<file path="src/rtl/spi_master.sv">
// spi_master: SPI mode-0 master. Each accepted bus word is shifted out MSB first
// inside one chip-select frame, and the word returned on MISO in the same frame
// is presented on the bus master side with a one-cycle valid pulse.
// SCLK half-period is HALF = FPGA_CLK/(2*SPI_CLK) system clock cycles.
// Optional build macro: SPI_MASTER_MISO_SYNC_EN. When it is defined, MISO passes
// through a two-flop synchroniser before it is sampled. Frame timing is the same
// in both builds.
module spi_master #(
    parameter int DATA_SIZE = 16,
    parameter int FPGA_CLK  = 12_000_000,
    parameter int SPI_CLK   = 1_000_000
) (
    input  logic                 clk,
    input  logic                 rst_n,
    output logic                 cs_o,
    output logic                 spi_sclk_o,
    output logic                 spi_mosi_o,
    input  logic                 spi_miso_i,
    input  logic                 bus_slv_valid_i,
    input  logic [DATA_SIZE-1:0] bus_slv_data_i,
    output logic                 bus_slv_ready_o,
    output logic                 bus_mst_valid_o,
    output logic [DATA_SIZE-1:0] bus_mst_data_o
);

    localparam int HALF = FPGA_CLK / (2 * SPI_CLK);
    localparam int CW   = $clog2(HALF);
    localparam int BW   = $clog2(DATA_SIZE);
    localparam logic [CW-1:0] HALF_M1  = CW'(HALF - 1);
    localparam logic [BW-1:0] LAST_BIT = BW'(DATA_SIZE - 1);

    typedef enum logic [2:0] {
        ST_IDLE  = 3'd0,
        ST_SETUP = 3'd1,
        ST_SHIFT = 3'd2,
        ST_HOLD  = 3'd3,
        ST_GAP   = 3'd4
    } state_t;

    state_t                 state_q;
    logic [CW-1:0]          cnt_q;
    logic [BW-1:0]          bit_q;
    logic [DATA_SIZE-1:0]   tx_q;
    logic [DATA_SIZE-1:0]   rx_q;
    logic                   cs_q;
    logic                   sclk_q;
    logic                   mosi_q;
    logic                   ready_q;
    logic                   mst_valid_q;
    logic [DATA_SIZE-1:0]   mst_data_q;

    logic                   miso_smp_s;
    logic [DATA_SIZE-1:0]   tx_d;
    logic [DATA_SIZE-1:0]   rx_d;

`ifdef SPI_MASTER_MISO_SYNC_EN
    logic miso_sync1_q;
    logic miso_sync2_q;

    // Two-flop synchroniser; the sample seen at a rising edge is MISO from two cycles earlier.
    always_ff @(posedge clk) begin
        if (!rst_n) begin
            miso_sync1_q <= 1'b0;
            miso_sync2_q <= 1'b0;
        end else begin
            miso_sync1_q <= spi_miso_i;
            miso_sync2_q <= miso_sync1_q;
        end
    end

    assign miso_smp_s = miso_sync2_q;
`else
    assign miso_smp_s = spi_miso_i;
`endif

    // Next value of the shift registers: TX moves toward the MSB, RX takes the new bit at the LSB.
    assign tx_d = {tx_q[DATA_SIZE-2:0], 1'b0};
    assign rx_d = {rx_q[DATA_SIZE-2:0], miso_smp_s};

    // Frame sequencer: every output is a register updated here.
    always_ff @(posedge clk) begin
        if (!rst_n) begin
            state_q     <= ST_IDLE;
            cnt_q       <= '0;
            bit_q       <= '0;
            tx_q        <= '0;
            rx_q        <= '0;
            cs_q        <= 1'b1;
            sclk_q      <= 1'b0;
            mosi_q      <= 1'b0;
            ready_q     <= 1'b0;
            mst_valid_q <= 1'b0;
            mst_data_q  <= '0;
        end else begin
            mst_valid_q <= 1'b0;
            case (state_q)
                ST_IDLE: begin
                    if (bus_slv_valid_i && ready_q) begin
                        tx_q    <= bus_slv_data_i;
                        mosi_q  <= bus_slv_data_i[DATA_SIZE-1];
                        cs_q    <= 1'b0;
                        ready_q <= 1'b0;
                        cnt_q   <= '0;
                        state_q <= ST_SETUP;
                    end else begin
                        ready_q <= 1'b1;
                    end
                end
                ST_SETUP: begin
                    if (cnt_q == HALF_M1) begin
                        // First rising edge: MISO was set up by the slave when CS fell.
                        cnt_q   <= '0;
                        bit_q   <= '0;
                        sclk_q  <= 1'b1;
                        rx_q    <= rx_d;
                        state_q <= ST_SHIFT;
                    end else begin
                        cnt_q <= cnt_q + CW'(1);
                    end
                end
                ST_SHIFT: begin
                    if (cnt_q == HALF_M1) begin
                        cnt_q <= '0;
                        if (sclk_q) begin
                            // Falling edge: present the next TX bit if any remain.
                            sclk_q <= 1'b0;
                            if (bit_q == LAST_BIT) begin
                                state_q <= ST_HOLD;
                            end else begin
                                mosi_q <= tx_q[DATA_SIZE-2];
                                tx_q   <= tx_d;
                                bit_q  <= bit_q + BW'(1);
                            end
                        end else begin
                            // Rising edge: capture the slave's bit.
                            sclk_q <= 1'b1;
                            rx_q   <= rx_d;
                        end
                    end else begin
                        cnt_q <= cnt_q + CW'(1);
                    end
                end
                ST_HOLD: begin
                    if (cnt_q == HALF_M1) begin
                        cnt_q       <= '0;
                        cs_q        <= 1'b1;
                        mst_data_q  <= rx_q;
                        mst_valid_q <= 1'b1;
                        state_q     <= ST_GAP;
                    end else begin
                        cnt_q <= cnt_q + CW'(1);
                    end
                end
                ST_GAP: begin
                    if (cnt_q == HALF_M1) begin
                        cnt_q   <= '0;
                        ready_q <= 1'b1;
                        state_q <= ST_IDLE;
                    end else begin
                        cnt_q <= cnt_q + CW'(1);
                    end
                end
                default: begin
                    cnt_q   <= '0;
                    cs_q    <= 1'b1;
                    sclk_q  <= 1'b0;
                    ready_q <= 1'b0;
                    state_q <= ST_IDLE;
                end
            endcase
        end
    end

    assign cs_o            = cs_q;
    assign spi_sclk_o      = sclk_q;
    assign spi_mosi_o      = mosi_q;
    assign bus_slv_ready_o = ready_q;
    assign bus_mst_valid_o = mst_valid_q;
    assign bus_mst_data_o  = mst_data_q;

endmodule

</file>
<file path="config.mk">
export PLATFORM = sky130hd
export DESIGN_NAME = spi_master
export DESIGN_NICKNAME = d
export VERILOG_FILES = /design/src/rtl/spi_master.sv
export SDC_FILE = /design/constraint.sdc
export NUM_CORES = 1
export LEC_CHECK = 0
export ABC_AREA = 1
export CAP_MARGIN = 10
export CORE_ASPECT_RATIO = 1.4
export CORE_MARGIN = 2
export CORE_UTILIZATION = 35
export CTS_CLUSTER_DIAMETER = 40
export DETAILED_ROUTE_END_ITERATION = 8
export GPL_TIMING_DRIVEN = 1
export PLACE_DENSITY = 0.65
export SYNTH_ARGS = -nofsm -noshare
export SYNTH_HDL_FRONTEND = slang
export SYNTH_SLANG_ARGS = --single-unit
</file>
<file path="constraint.sdc">
create_clock -name clk -period 1.55 [get_ports clk]
set_input_delay 0.31 -clock clk [delete_from_list [all_inputs] [get_ports clk]]
set_output_delay 0.31 -clock clk [all_outputs]
set_load 0.01 [all_outputs]
</file>
==> flow_summary_export.csv <==
group,metric,value,unit
timing,max_freq,666.2,MHz
timing,setup_ws,0.04895,ns
final_layout,diodes,0,
drt,vias,2626,
clock_tree,clk_pin_slew,0.07,ns
clock_tree,cts_root_buf,"clkbuf_8",
yosys,syn-num-nets,409,
drt,post_drt_wl_per_cell,11.84,um
place,placedCellCount,526,
power_and_ir_drop,irDropWorstVdd,795.3,uV
global_routing,gr-total-overflow,0,
timing,hold_viol_final,0,
yosys,yosysSeqAreaShare,43.55,%
timing,setup_violations,0,
flow_run,cap_violations,0,
clock_tree,cts_tree,"done",
drt,first_pass_iters,6,
timing,skew,0.008444,ns
drt,antenna_left,0,
worst_setup_path,crit_chain,"clkdlybuf4s50_1",
final_layout,instances_no_fill,547,
timing,relSlewSlack,85.90,%
power_and_ir_drop,fin_total_pwr,4658,uW
floorplanning,ios,41,
worst_setup_path,crit_required,1.24,ns
place,pre_cts_ws,-0.06137,ns
drt,drc,0,
yosys,syn_area_per_cell,7.346,um2
global_routing,grt_pass1_vias,2472,
global_routing,grt_pass1_wl,10.70,mm
worst_setup_path,criticalPathCategory,"reg2out",
floorplanning,row_count,38,
yosys,synthesis.area,2850,um2
worst_setup_path,crit_family,"buffers and inverters",
clock_tree,hold_buffers,0,
floorplanning,fp.dieW,80.27,um
global_routing,track_usage,14.77,%
run_status,status,"finished clean",
yosys,ys_types,29,
worst_setup_path,critical-path-max-stage-delay,0.53,ns
drt,drt_iter0_markers,104,
clock_tree,cts_buffers,9,
yosys,postSynth.asyncResetShare,0,%
drt,via_per_inst,4.801,
power_and_ir_drop,power_leakage,0.001874,uW
clock_tree,htreeDepth,3,
min_path,hp-class,"reg2reg",
yosys,yosysWarnings,0,
place,hpwlAfterDp,4.281,mm
final_layout,fillCellCount,784,
yosys,synth_edf_count,0,
global_routing,grt_antenna_before_repair,0,
timing,fin_crit_sh,96.84,%
worst_setup_path,critPathSlowestCell,"clkdlybuf4s50_1",
floorplanning,dieArea,8891,um2
worst_setup_path,cp.buffers_inverters,1,
worst_setup_path,worstPathArrival,1.19,ns
drt,totalWireLength,6.475,mm
clock_tree,clockBufferDepth,2,
timing,drv_slew,0,
yosys,synth_ff_type,"dfxtp_1",
floorplanning,start_util,36.33,%
worst_setup_path,path_max_fanout,2,
place,port_buffers,40,
global_routing,grt_max_degree,26,
final_layout,drive_above_1_share,16.33,%
final_layout,layout.nets,463,
floorplanning,die_y,110.8,um
yosys,ys_ff_latch,62,
clock_tree,clock_sinks,62,
place,place_congestion,0.7532,
worst_setup_path,end_kind,"output port",
timing,tightest_slew,0.2110,ns
worst_setup_path,cp-start-kind,"flop",
yosys,synth_cells,388,
clock_tree,worstSkewPairLatency,0.34,ns
timing,layout_min_cycle_time,1.501,ns
final_layout,flow.area_growth_from_synthesis,31.69,%
power_and_ir_drop,p_per_area,1241,nW/um2
floorplanning,core_area,7845,um2
==> flip-flops by register name, summed over array words and instances (netlist names) <==
| name | count |
|---|---|
| bus_mst_data_o | 16 |
| bus_slv_ready_o | 1 |
| bus_mst_valid_o | 1 |
| tx_q | 15 |
| cs_o | 1 |
| spi_mosi_o | 1 |
| bit_q | 4 |
| state_q | 3 |
| cnt_q | 3 |
| spi_sclk_o | 1 |
| rx_q | 16 |
==> stage by stage <==
step	instance area [um2]	setup TNS, ns	utilization [%]	hold slack (ns)
floorplan	2850	0	-	0.4393
global placement	3413	-0.08637	43.51	0.4549
detailed placement	3413	-0.6132	43.51	0.4527
CTS	3642	0	46.43	0.4637
global route	3754	-0.002497	47.85	0.4867
finish	3754	0	47.85	0.4628
==> cell families after synthesis <==
group / count (synthesis) / synth area share, %
xor+xnor: 1 / 0.3073
compound gates: 51 / 9.087
fa+ha+maj: 1 / 0.4389
simple gates: 234 / 39.20
buf+inv: 39 / 7.418
flops: 62 / 43.55
==> metal layers <==
layer | global-route usage [%] | up-vias | part of all wire, %
met4 | 5.311 | 0 | 0.82
met1 | 18.04 | 1195 | 45
met3 | 4.235 | 7 | 5.7
met5 | 0 | - | 0
li1 | - | 1364 | -
met2 | 24.33 | 60 | 49
==> layout make-up <==
type	count	area, um2	area share (%)
Multi-Input combinational cell	287	1410	37.57
Timing Repair Buffer	63	659.4	17.57
Sequential cell	62	1245	33.17
Tap cell	100	125.1	3.333
Clock inverter	6	93.84	2.500
Inverter	19	82.58	2.200
Clock buffer	10	137.6	3.667
==> placed cells by master, fill, tap and decap left out, types with 3 or more instances in the layout <==
cell type,instances
nand2_4,3
inv_1,13
nand3_1,40
buf_4,19
clkdlybuf4s50_1,21
a21oi_1,29
o21ai_0,20
dlygate4sd2_1,3
buf_12,4
dlymetal6s2s_1,16
nor2_1,64
dfxtp_1,59
nand2_1,87
clkbuf_8,10
nor2_2,12
inv_2,3
nand3b_1,16
dfxtp_2,3
nor2_4,3
==> path summary, 6_finish.rpt <==
path                                                 startpoint               endpoint  slack, ns  cells past startpoint
worst max register to register          state_q[2]$_SDFFE_PN0P_  bit_q[3]$_SDFFE_PN0P_       0.08                      8
worst max-delay path            bus_mst_data_o[13]$_SDFFE_PN0P_     bus_mst_data_o[13]       0.05                      1
worst min-delay path                       tx_q[0]$_SDFFE_PN0P_   tx_q[0]$_SDFFE_PN0P_       0.46                      2
worst min register to register             tx_q[0]$_SDFFE_PN0P_   tx_q[0]$_SDFFE_PN0P_       0.46                      2
==> Yosys cell counts (2+ instances only) <==
cell,count,area share [%]
nand3_1,40,7.0
nor2_2,13,2.9
nand3_2,3,1.1
nand2_1,87,11
nor2_4,2,0.79
inv_1,15,2.0
nand2_2,2,0.44
o21ai_0,20,3.5
inv_4,2,0.44
buf_2,6,1.1
nand3b_1,16,4.2
nand2_4,3,1.2
buf_4,3,0.79
nor2_1,64,8.4
buf_6,4,1.6
dfxtp_1,62,44
clkbuf_1,5,0.66
inv_2,2,0.26
a21oi_1,29,5.1
==> what timing repair did <==
item / CTS / global route
pin swaps: 0 / 3
hold endpoints to repair: 0 / 0
resized for setup: 4 / 23
endpoints found under the setup margin: 3 / 67
buffers inserted: 0 / 5
==> power breakdown <==
part | total [uW] | internal [uW] | switching [uW]
sequential | 1880 | 1770 | 112
combinational | 1150 | 481 | 672
clock | 1620 | 960 | 663
Note: power is estimated with default switching activity, not from simulation.
